--- src/rtl/dsp_mac_sequencer_if.sv ---
// Operand stream, result stream and DSP48E2 wrapper ports of dsp_mac_sequencer.
// res_len exists only when DSP_MAC_LEN_EN is defined.
`timescale 1ns/1ps
interface dsp_mac_sequencer_if;
  logic        in_valid;
  logic        in_ready;
  logic [26:0] in_a;
  logic [17:0] in_b;
  logic        in_last;
  logic        dsp_enable;
  logic [29:0] dsp_a;
  logic [17:0] dsp_b;
  logic [47:0] dsp_c;
  logic [26:0] dsp_d;
  logic [8:0]  dsp_opmode;
  logic [4:0]  dsp_inmode;
  logic [3:0]  dsp_alumode;
  logic [47:0] dsp_p;
  logic        res_valid;
  logic        res_ready;
  logic [47:0] res_data;
`ifdef DSP_MAC_LEN_EN
  logic [15:0] res_len;
`endif

  modport master (
    output in_valid, in_a, in_b, in_last,
    output res_ready, dsp_p,
    input  in_ready, dsp_enable, dsp_a, dsp_b,
    input  dsp_c, dsp_d, dsp_opmode,
    input  dsp_inmode, dsp_alumode,
`ifdef DSP_MAC_LEN_EN
    input  res_len,
`endif
    input  res_valid, res_data
  );

  modport slave (
    input  in_valid, in_a, in_b, in_last,
    input  res_ready, dsp_p,
    output in_ready, dsp_enable, dsp_a, dsp_b,
    output dsp_c, dsp_d, dsp_opmode,
    output dsp_inmode, dsp_alumode,
`ifdef DSP_MAC_LEN_EN
    output res_len,
`endif
    output res_valid, res_data
  );
endinterface

--- src/rtl/dsp_mac_sequencer.sv ---
// Drives a DSP48E2 wrapper to reduce (a,b,last) beats to signed dot products.
// Optional DSP_MAC_LEN_EN adds res_len (saturating element count per vector).
`timescale 1ns/1ps
module dsp_mac_sequencer #(
  parameter int INPUTREG   = 1,
  parameter int DSPPIPEREG = 1,
  parameter int OUTPUTREG  = 1,
  parameter int CONTROLREG = 1
) (
  input logic clk,
  input logic rst,
  dsp_mac_sequencer_if.slave bus
);
  localparam int LAT   = INPUTREG + DSPPIPEREG + OUTPUTREG;
  localparam int SKEW  = INPUTREG + DSPPIPEREG - CONTROLREG;
  localparam int LAT_W = (LAT > 0) ? LAT : 1;
  localparam int SKW_W = (SKEW > 0) ? SKEW : 1;

  localparam logic [8:0] OP_M    = 9'h005;
  localparam logic [8:0] OP_PM   = 9'h025;
  localparam logic [8:0] OP_HOLD = 9'h020;

  generate
    if (SKEW < 0) begin : g_skew_err
      $error("CONTROLREG exceeds INPUTREG+DSPPIPEREG");
    end
  endgenerate

  typedef enum logic {ST_FIRST = 1'b0, ST_ACCUM = 1'b1} state_e;

  state_e           state_q, state_d;
  logic             stall, en, acc, tag_in, tag_out, cap;
  logic [8:0]       op_slot;
  logic [8:0]       op_q [SKW_W];
  logic [8:0]       op_d [SKW_W];
  logic [LAT_W-1:0] tag_q, tag_d;
  logic             res_valid_q, res_valid_d;
  logic [47:0]      res_data_q, res_data_d;

  // Stall whenever a result sits unaccepted, in flight or not.
  assign stall  = res_valid_q & ~bus.res_ready;
  assign en     = ~stall;
  assign acc    = bus.in_valid & en & ~rst;
  assign tag_in = acc & bus.in_last;

  always_ff @(posedge clk or posedge rst) begin
    if (rst) state_q <= ST_FIRST;
    else     state_q <= state_d;
  end

  always_comb begin
    state_d = state_q;
    if (acc) state_d = bus.in_last ? ST_FIRST : ST_ACCUM;
  end

  always_comb begin
    op_slot = OP_HOLD;
    if (acc) begin
      unique case (state_q)
        ST_FIRST: op_slot = OP_M;
        ST_ACCUM: op_slot = OP_PM;
        default:  op_slot = OP_HOLD;
      endcase
    end
  end

  always_comb begin
    op_d  = op_q;
    tag_d = tag_q;
    if (en) begin
      op_d[0]  = op_slot;
      tag_d[0] = tag_in;
      for (int i = 1; i < SKW_W; i++) op_d[i] = op_q[i-1];
      for (int i = 1; i < LAT_W; i++) tag_d[i] = tag_q[i-1];
    end
  end

  assign tag_out = (LAT == 0) ? tag_in : tag_q[LAT_W-1];
  assign cap     = tag_out & en;

  // A new capture on the same edge as a consume keeps res_valid high.
  always_comb begin
    res_valid_d = res_valid_q;
    res_data_d  = res_data_q;
    if (res_valid_q & bus.res_ready) res_valid_d = 1'b0;
    if (cap) begin
      res_valid_d = 1'b1;
      res_data_d  = bus.dsp_p;
    end
  end

  always_ff @(posedge clk or posedge rst) begin
    if (rst) begin
      tag_q       <= '0;
      res_valid_q <= 1'b0;
      res_data_q  <= '0;
      for (int i = 0; i < SKW_W; i++) op_q[i] <= OP_HOLD;
    end else begin
      tag_q       <= tag_d;
      res_valid_q <= res_valid_d;
      res_data_q  <= res_data_d;
      op_q        <= op_d;
    end
  end

`ifdef DSP_MAC_LEN_EN
  logic [15:0] cnt_q, cnt_d, cur_len, len_out;
  logic [15:0] res_len_q, res_len_d;
  logic [15:0] len_q [LAT_W];
  logic [15:0] len_d [LAT_W];

  always_comb begin
    cur_len = 16'd1;
    if (state_q == ST_ACCUM)
      cur_len = (cnt_q == 16'hFFFF) ? cnt_q : cnt_q + 16'd1;
    cnt_d = acc ? cur_len : cnt_q;
    len_d = len_q;
    if (en) begin
      len_d[0] = tag_in ? cur_len : 16'd0;
      for (int i = 1; i < LAT_W; i++) len_d[i] = len_q[i-1];
    end
  end

  assign len_out   = (LAT == 0) ? cur_len : len_q[LAT_W-1];
  assign res_len_d = cap ? len_out : res_len_q;

  always_ff @(posedge clk or posedge rst) begin
    if (rst) begin
      cnt_q     <= '0;
      res_len_q <= '0;
      for (int i = 0; i < LAT_W; i++) len_q[i] <= '0;
    end else begin
      cnt_q     <= cnt_d;
      res_len_q <= res_len_d;
      len_q     <= len_d;
    end
  end

  assign bus.res_len = res_len_q;
`endif

  assign bus.in_ready    = en;
  assign bus.dsp_enable  = en;
  assign bus.dsp_a       = acc ? {{3{bus.in_a[26]}}, bus.in_a} : 30'd0;
  assign bus.dsp_b       = acc ? bus.in_b : 18'd0;
  assign bus.dsp_c       = 48'd0;
  assign bus.dsp_d       = 27'd0;
  assign bus.dsp_opmode  = (SKEW <= 0) ? op_slot : op_q[SKW_W-1];
  assign bus.dsp_inmode  = 5'b00000;
  assign bus.dsp_alumode = 4'b0000;
  assign bus.res_valid   = res_valid_q;
  assign bus.res_data    = res_data_q;
endmodule

--- src/flat_wrapper.sv ---
// flat-port wrapper written by rule: the top's interface ports become plain ports
module dsp_mac_sequencer_flat 
#(
  parameter int INPUTREG   = 1,
  parameter int DSPPIPEREG = 1,
  parameter int OUTPUTREG  = 1,
  parameter int CONTROLREG = 1
)
  (clk, rst, bus_in_valid, bus_in_a, bus_in_b, bus_in_last, bus_res_ready, bus_dsp_p, bus_in_ready, bus_dsp_enable, bus_dsp_a, bus_dsp_b, bus_dsp_c, bus_dsp_d, bus_dsp_opmode, bus_dsp_inmode, bus_dsp_alumode, bus_res_valid, bus_res_data);
  dsp_mac_sequencer_if bus_i ();
  input logic clk;
  input logic rst;
  input wire logic [$bits(bus_i.in_valid)-1:0] bus_in_valid;
  input wire logic [$bits(bus_i.in_a)-1:0] bus_in_a;
  input wire logic [$bits(bus_i.in_b)-1:0] bus_in_b;
  input wire logic [$bits(bus_i.in_last)-1:0] bus_in_last;
  input wire logic [$bits(bus_i.res_ready)-1:0] bus_res_ready;
  input wire logic [$bits(bus_i.dsp_p)-1:0] bus_dsp_p;
  output wire logic [$bits(bus_i.in_ready)-1:0] bus_in_ready;
  output wire logic [$bits(bus_i.dsp_enable)-1:0] bus_dsp_enable;
  output wire logic [$bits(bus_i.dsp_a)-1:0] bus_dsp_a;
  output wire logic [$bits(bus_i.dsp_b)-1:0] bus_dsp_b;
  output wire logic [$bits(bus_i.dsp_c)-1:0] bus_dsp_c;
  output wire logic [$bits(bus_i.dsp_d)-1:0] bus_dsp_d;
  output wire logic [$bits(bus_i.dsp_opmode)-1:0] bus_dsp_opmode;
  output wire logic [$bits(bus_i.dsp_inmode)-1:0] bus_dsp_inmode;
  output wire logic [$bits(bus_i.dsp_alumode)-1:0] bus_dsp_alumode;
  output wire logic [$bits(bus_i.res_valid)-1:0] bus_res_valid;
  output wire logic [$bits(bus_i.res_data)-1:0] bus_res_data;
  assign bus_i.in_valid = bus_in_valid;
  assign bus_i.in_a = bus_in_a;
  assign bus_i.in_b = bus_in_b;
  assign bus_i.in_last = bus_in_last;
  assign bus_i.res_ready = bus_res_ready;
  assign bus_i.dsp_p = bus_dsp_p;
  assign bus_in_ready = bus_i.in_ready;
  assign bus_dsp_enable = bus_i.dsp_enable;
  assign bus_dsp_a = bus_i.dsp_a;
  assign bus_dsp_b = bus_i.dsp_b;
  assign bus_dsp_c = bus_i.dsp_c;
  assign bus_dsp_d = bus_i.dsp_d;
  assign bus_dsp_opmode = bus_i.dsp_opmode;
  assign bus_dsp_inmode = bus_i.dsp_inmode;
  assign bus_dsp_alumode = bus_i.dsp_alumode;
  assign bus_res_valid = bus_i.res_valid;
  assign bus_res_data = bus_i.res_data;
  dsp_mac_sequencer #(.INPUTREG(INPUTREG), .DSPPIPEREG(DSPPIPEREG), .OUTPUTREG(OUTPUTREG), .CONTROLREG(CONTROLREG)) u_core (.clk(clk), .rst(rst), .bus(bus_i));
endmodule
--- config.mk ---
export PLATFORM = sky130hd
export DESIGN_NAME = dsp_mac_sequencer_flat
export DESIGN_NICKNAME = d
export VERILOG_FILES = /design/src/rtl/dsp_mac_sequencer_if.sv /design/src/rtl/dsp_mac_sequencer.sv /design/src/flat_wrapper.sv
export SDC_FILE = /design/constraint.sdc
export NUM_CORES = 1
export LEC_CHECK = 0
export CORE_AREA = 2 2 114 116
export CTS_CLUSTER_DIAMETER = 60
export DETAILED_ROUTE_END_ITERATION = 10
export DIE_AREA = 0 0 116 118
export PLACE_DENSITY = 0.69
export SLEW_MARGIN = 10
export SYNTH_ARGS = -nofsm -noshare
export SYNTH_HDL_FRONTEND = slang
export SYNTH_SLANG_ARGS = --single-unit
--- constraint.sdc ---
create_clock -name clk -period 10.4 [get_ports clk]
set_clock_uncertainty 0.2 [all_clocks]
set_input_delay 3.12 -clock clk [delete_from_list [all_inputs] [get_ports clk]]
set_output_delay 3.12 -clock clk [all_outputs]
set_load 0.02 [all_outputs]
# --- Word level (Yosys, flattened, before mapping) ---
# Cells that the tools add are included.
classes:
  n_mux: 7
  n_bitwise: 10
  reduce_logical: 1
ops:
  columns: ["op", "count"]
  rows:
  - ["30-bit 2-to-1 mux", 1]
  - ["18-bit 2-to-1 mux", 1]
  - ["9-bit one-hot mux with 2 select lines", 1]
  - ["9-bit 2-to-1 mux", 1]
  - ["1-bit bitwise AND", 6]
  - ["1-bit inverter", 4]
  - ["1-bit 2-to-1 mux", 3]
  - ["2-bit nonzero test", 1]
word_totals:
  register_bits: 62
  inputBits: 98
  word_cells: 23

# --- Longest topological paths before layout ---
logic_depth:
  ltp_word: 6
  ltp_mapped: 6

# --- Least setup slack after synthesis ---
# OpenSTA, ideal clock, no wires.
synth_path:
  path_kind: "input port to output port"
  startpoint: "input port rst"
  endpoint: "output port bus_dsp_a[27]"
  arrival_ps: 5226
  required_ps: 7080
  setup_slack_ps: 1854
  stages: 5
  path_cell_list: "inv_1 -> and3_4 -> buf_6 -> and2_2 -> buf_4"
synth_via:
  elab_chain_len: 3
synth_lines:
  columns: ["item", "line_no", "rtl"]
  rows:
  - ["start, declared", "flat_wrapper.sv:12", "input logic rst;"]
  - ["1-bit inverter", "dsp_mac_sequencer.sv:43", "assign acc = bus.in_valid & en & ~rst;"]
  - ["1-bit bitwise AND", "dsp_mac_sequencer.sv:43", null]
  - ["30-bit 2-to-1 mux", "dsp_mac_sequencer.sv:144", "assign bus.dsp_a = acc ? {{3{bus.in_a[26]}}, bus.in_a} : 30'd0;"]
  - ["end, declared", "flat_wrapper.sv:21", "output wire logic [$bits(bus_i.dsp_a)-1:0] bus_dsp_a;"]
# No other way between the ends.

# --- Worst setup path after layout ---
layout_path:
  startpoint: "input port bus_res_ready"
  endpoint: "output port bus_dsp_a[26]"
layout_via:
  elab_chain_len: 6
layout_lines:
  columns: ["item", "line_no", "rtl"]
  rows:
  - ["start, declared", "flat_wrapper.sv:17", "input wire logic [$bits(bus_i.res_ready)-1:0] bus_res_ready;"]
  - ["1-bit inverter", "dsp_mac_sequencer.sv:41", "assign stall = res_valid_q & ~bus.res_ready;"]
  - ["1-bit bitwise AND", "dsp_mac_sequencer.sv:41", null]
  - ["1-bit inverter", "dsp_mac_sequencer.sv:42", "assign en = ~stall;"]
  - ["1-bit bitwise AND (2 in series)", "dsp_mac_sequencer.sv:43", null]
  - ["30-bit 2-to-1 mux", "dsp_mac_sequencer.sv:144", null]
# No other way between the ends.

==> flow_summary.ini <==
[clock_network]
cts-resized-gates = 0
cts_root_buf = clkbuf_16
max-clock-path-buffers = 2
numCtsBuffers = 5
hold_buffers = 0
h-tree-depth = 2
cts_tree = done
clock_latency_ns = 0.29
clock_sinks = 55
post_cts_buffers = 0
clk_pin_slew_ns = 0.07

[route]
first_pass_iters = 3
wl_um = 7993
drc = 0
vias = 2262
wl_per_cell_um = 12.57
drt_first_iter_violations = 21
avgViaCountPerCell = 3.557
ant_nets = 0

[synthesis]
synth_top_flop_cell = dfrtp_1
synth.avg_cell_area_um2 = 11.95
syn-cell-area_um2 = 3249
yosys.cell_types.count = 25
synth_edf_count = 0
synthCells = 272
yosys.area.top_type_share_pct = 41.59
synth_seq_cells = 55
yosysSeqAreaShare_pct = 42.40
ys_warn_count = 0
ys_top_cells_by_area = dfrtp_1, buf_4, mux2_2
yosysTopAreaCell = dfrtp_1
async_reset_ff_share_pct = 100.0
synth_common_cells = buf_4, dfrtp_1, and2_1, mux2_2, mux2_4
synthMostInstantiatedCell = buf_4

[critical_path]
crit_arrival_ns = 5.13
worst-setup-path-type = in2out
cp_max_fo = 49
start_kind = input pin
required_ns = 7.08
critPathCaptureType = primary output

[final_layout]
register_area_um2 = 1378
areaGrowthSynthToFinish_pct = 58.11
multi_input_area_um2 = 1373
antenna_cells_inserted = 0
fillCellCount = 1227
drive_gt1_share_pct = 17.67
num-nets-final = 561

[pwr]
p_leak_uw = 0.002309
peakVddDrop_v = 0.0001323
p_per_area_nw_per_um2 = 217.7

[die]
die_y_um = 118
row_count = 41
fp.dieW_um = 116
num_io_pins = 290
dieArea_um2 = 13690
core_um2 = 12410
start_util_pct = 26.17

[status]
status = complete, no violations

[sta]
min_period_ns = 8.454
max_slew.worst_pin.slew_ns = 0.7593
setup-tns-final_ns = 0
drv_slew = 0
relSlewSlack_pct = 49.38
period_share_pct = 81.29
fmax_ghz = 0.1183
finalSetupViolations = 0
rsz0062_at_grt = no
whs_ns = 0.2705
final_hold_viol_count = 0
timing.final.ws_setup_ns = 1.946

[place]
place_congestion = 0.7366
dp_slack_ns = 1.913
hpwlAfterDp_um = 6302
port-buffer-count = 199

[global_routing]
gr-usage-met3_pct = 4.789
grt-busiest-layer = met2
antenna_found_initial = 1
grt_pass1_vias = 2315
grt_remaining_overflow = 0
grtUsageMet1_pct = 12.58
grt_max_degree = 56
grt_pass1_wl_um = 12010
met2_usage_pct = 19.30
grt.total_usage_pct = 11.18

[worst_hold_path]
hold_path_class = reg2reg

[flow_run]
maxCapViolations = 0
-- cell families (layout without fill, tap and decap cells) --
kind of cell	after synthesis	in the layout	share of synthesized area, %
muxes	49	49	19.25
buffers and inverters	108	211	25.64
DFF	55	55	42.40
other	1	90	0.1154
AOI/OAI and AO/OA	3	3	0.7315
and+or+nand+nor	56	56	11.86
-- path summary, 6_finish.rpt --
check	startpoint	to	depth (start not counted)	slack [ns]
worst min register to register	u_core.tag_q[1]	u_core.tag_q[1]	2	0.27
min in group asynchronous	rst	u_core.bus.res_data[47]	3	3.17
worst max-delay path	bus_res_ready	bus_dsp_a[26]	6	1.95
max in group asynchronous	rst	u_core.bus.res_data[19]	3	6.34
worst max register to register	u_core.bus.res_valid	u_core.bus.res_data[45]	4	8.44
worst min-delay path	u_core.tag_q[1]	u_core.tag_q[1]	2	0.27
-- critical path: stages --
cell and delay (ns):
clkdlybuf4s50_1 0.51, nor2b_4 0.08, inv_6 0.08, and3_4 0.45, and2_2 0.25, clkdlybuf4s50_1 0.62
-- sequential cells by signal, summed over array words and instances (netlist names) --
name,flops
u_core.state_q,1
u_core.bus.dsp_opmode,2
u_core.tag_q,3
u_core.bus.res_data,48
u_core.bus.res_valid,1
-- per-layer routing --
layer	part of all wire [%]	wire, um
met1	37	2964
met2	51	4091
met3	11	879
met4	0.58	46
met5	0.14	11
-- metrics by stage --
stage,power (uW),util (%),area [um2],cells
6_report,1118,41.38,5137,636
5_1_grt,1182,41.38,5137,636
4_1_cts,1137,41.38,5137,636
3_5_place_dp,945.4,40.12,4981,628
3_3_place_gp,937.1,40.12,4981,628
2_1_floorplan,694.9,-,3583,361
-- layout by cell type, fill, tap and decap left out --
cell / n
nor2b_4: 1
mux2i_1: 1
and3_4: 1
and2_2: 7
a22o_2: 1
and2_4: 10
dfrtp_1: 54
a21oi_1: 1
inv_2: 1
a21o_2: 1
buf_4: 1
or2b_1: 1
conb_1: 90
clkbuf_16: 5
inv_6: 3
clkdlybuf4s50_1: 199
inv_1: 1
and2_1: 28
nand2_1: 6
clkbuf_8: 1
nand2_4: 1
nor2_1: 1
mux2_4: 20
mux2_2: 28
dfstp_2: 1
-- layout make-up --
cell class	count	share of cell area, %
clock buffers	6	2.703
clock inverters	2	0.3410
inverters	3	0.3166
multi-input cells	198	26.72
flip-flops and latches	55	26.81
well taps	172	4.189
repair buffers	200	38.92
-- report_power, final --
group / total [uW] / switching [uW] / internal [uW] / leakage, uW
sequential: 365 / 52.9 / 312 / 0.000653
clock: 180 / 82.0 / 97.9 / 0.0000779
combinational: 574 / 263 / 311 / 0.00158
Note: power is estimated with default switching activity, not from simulation.
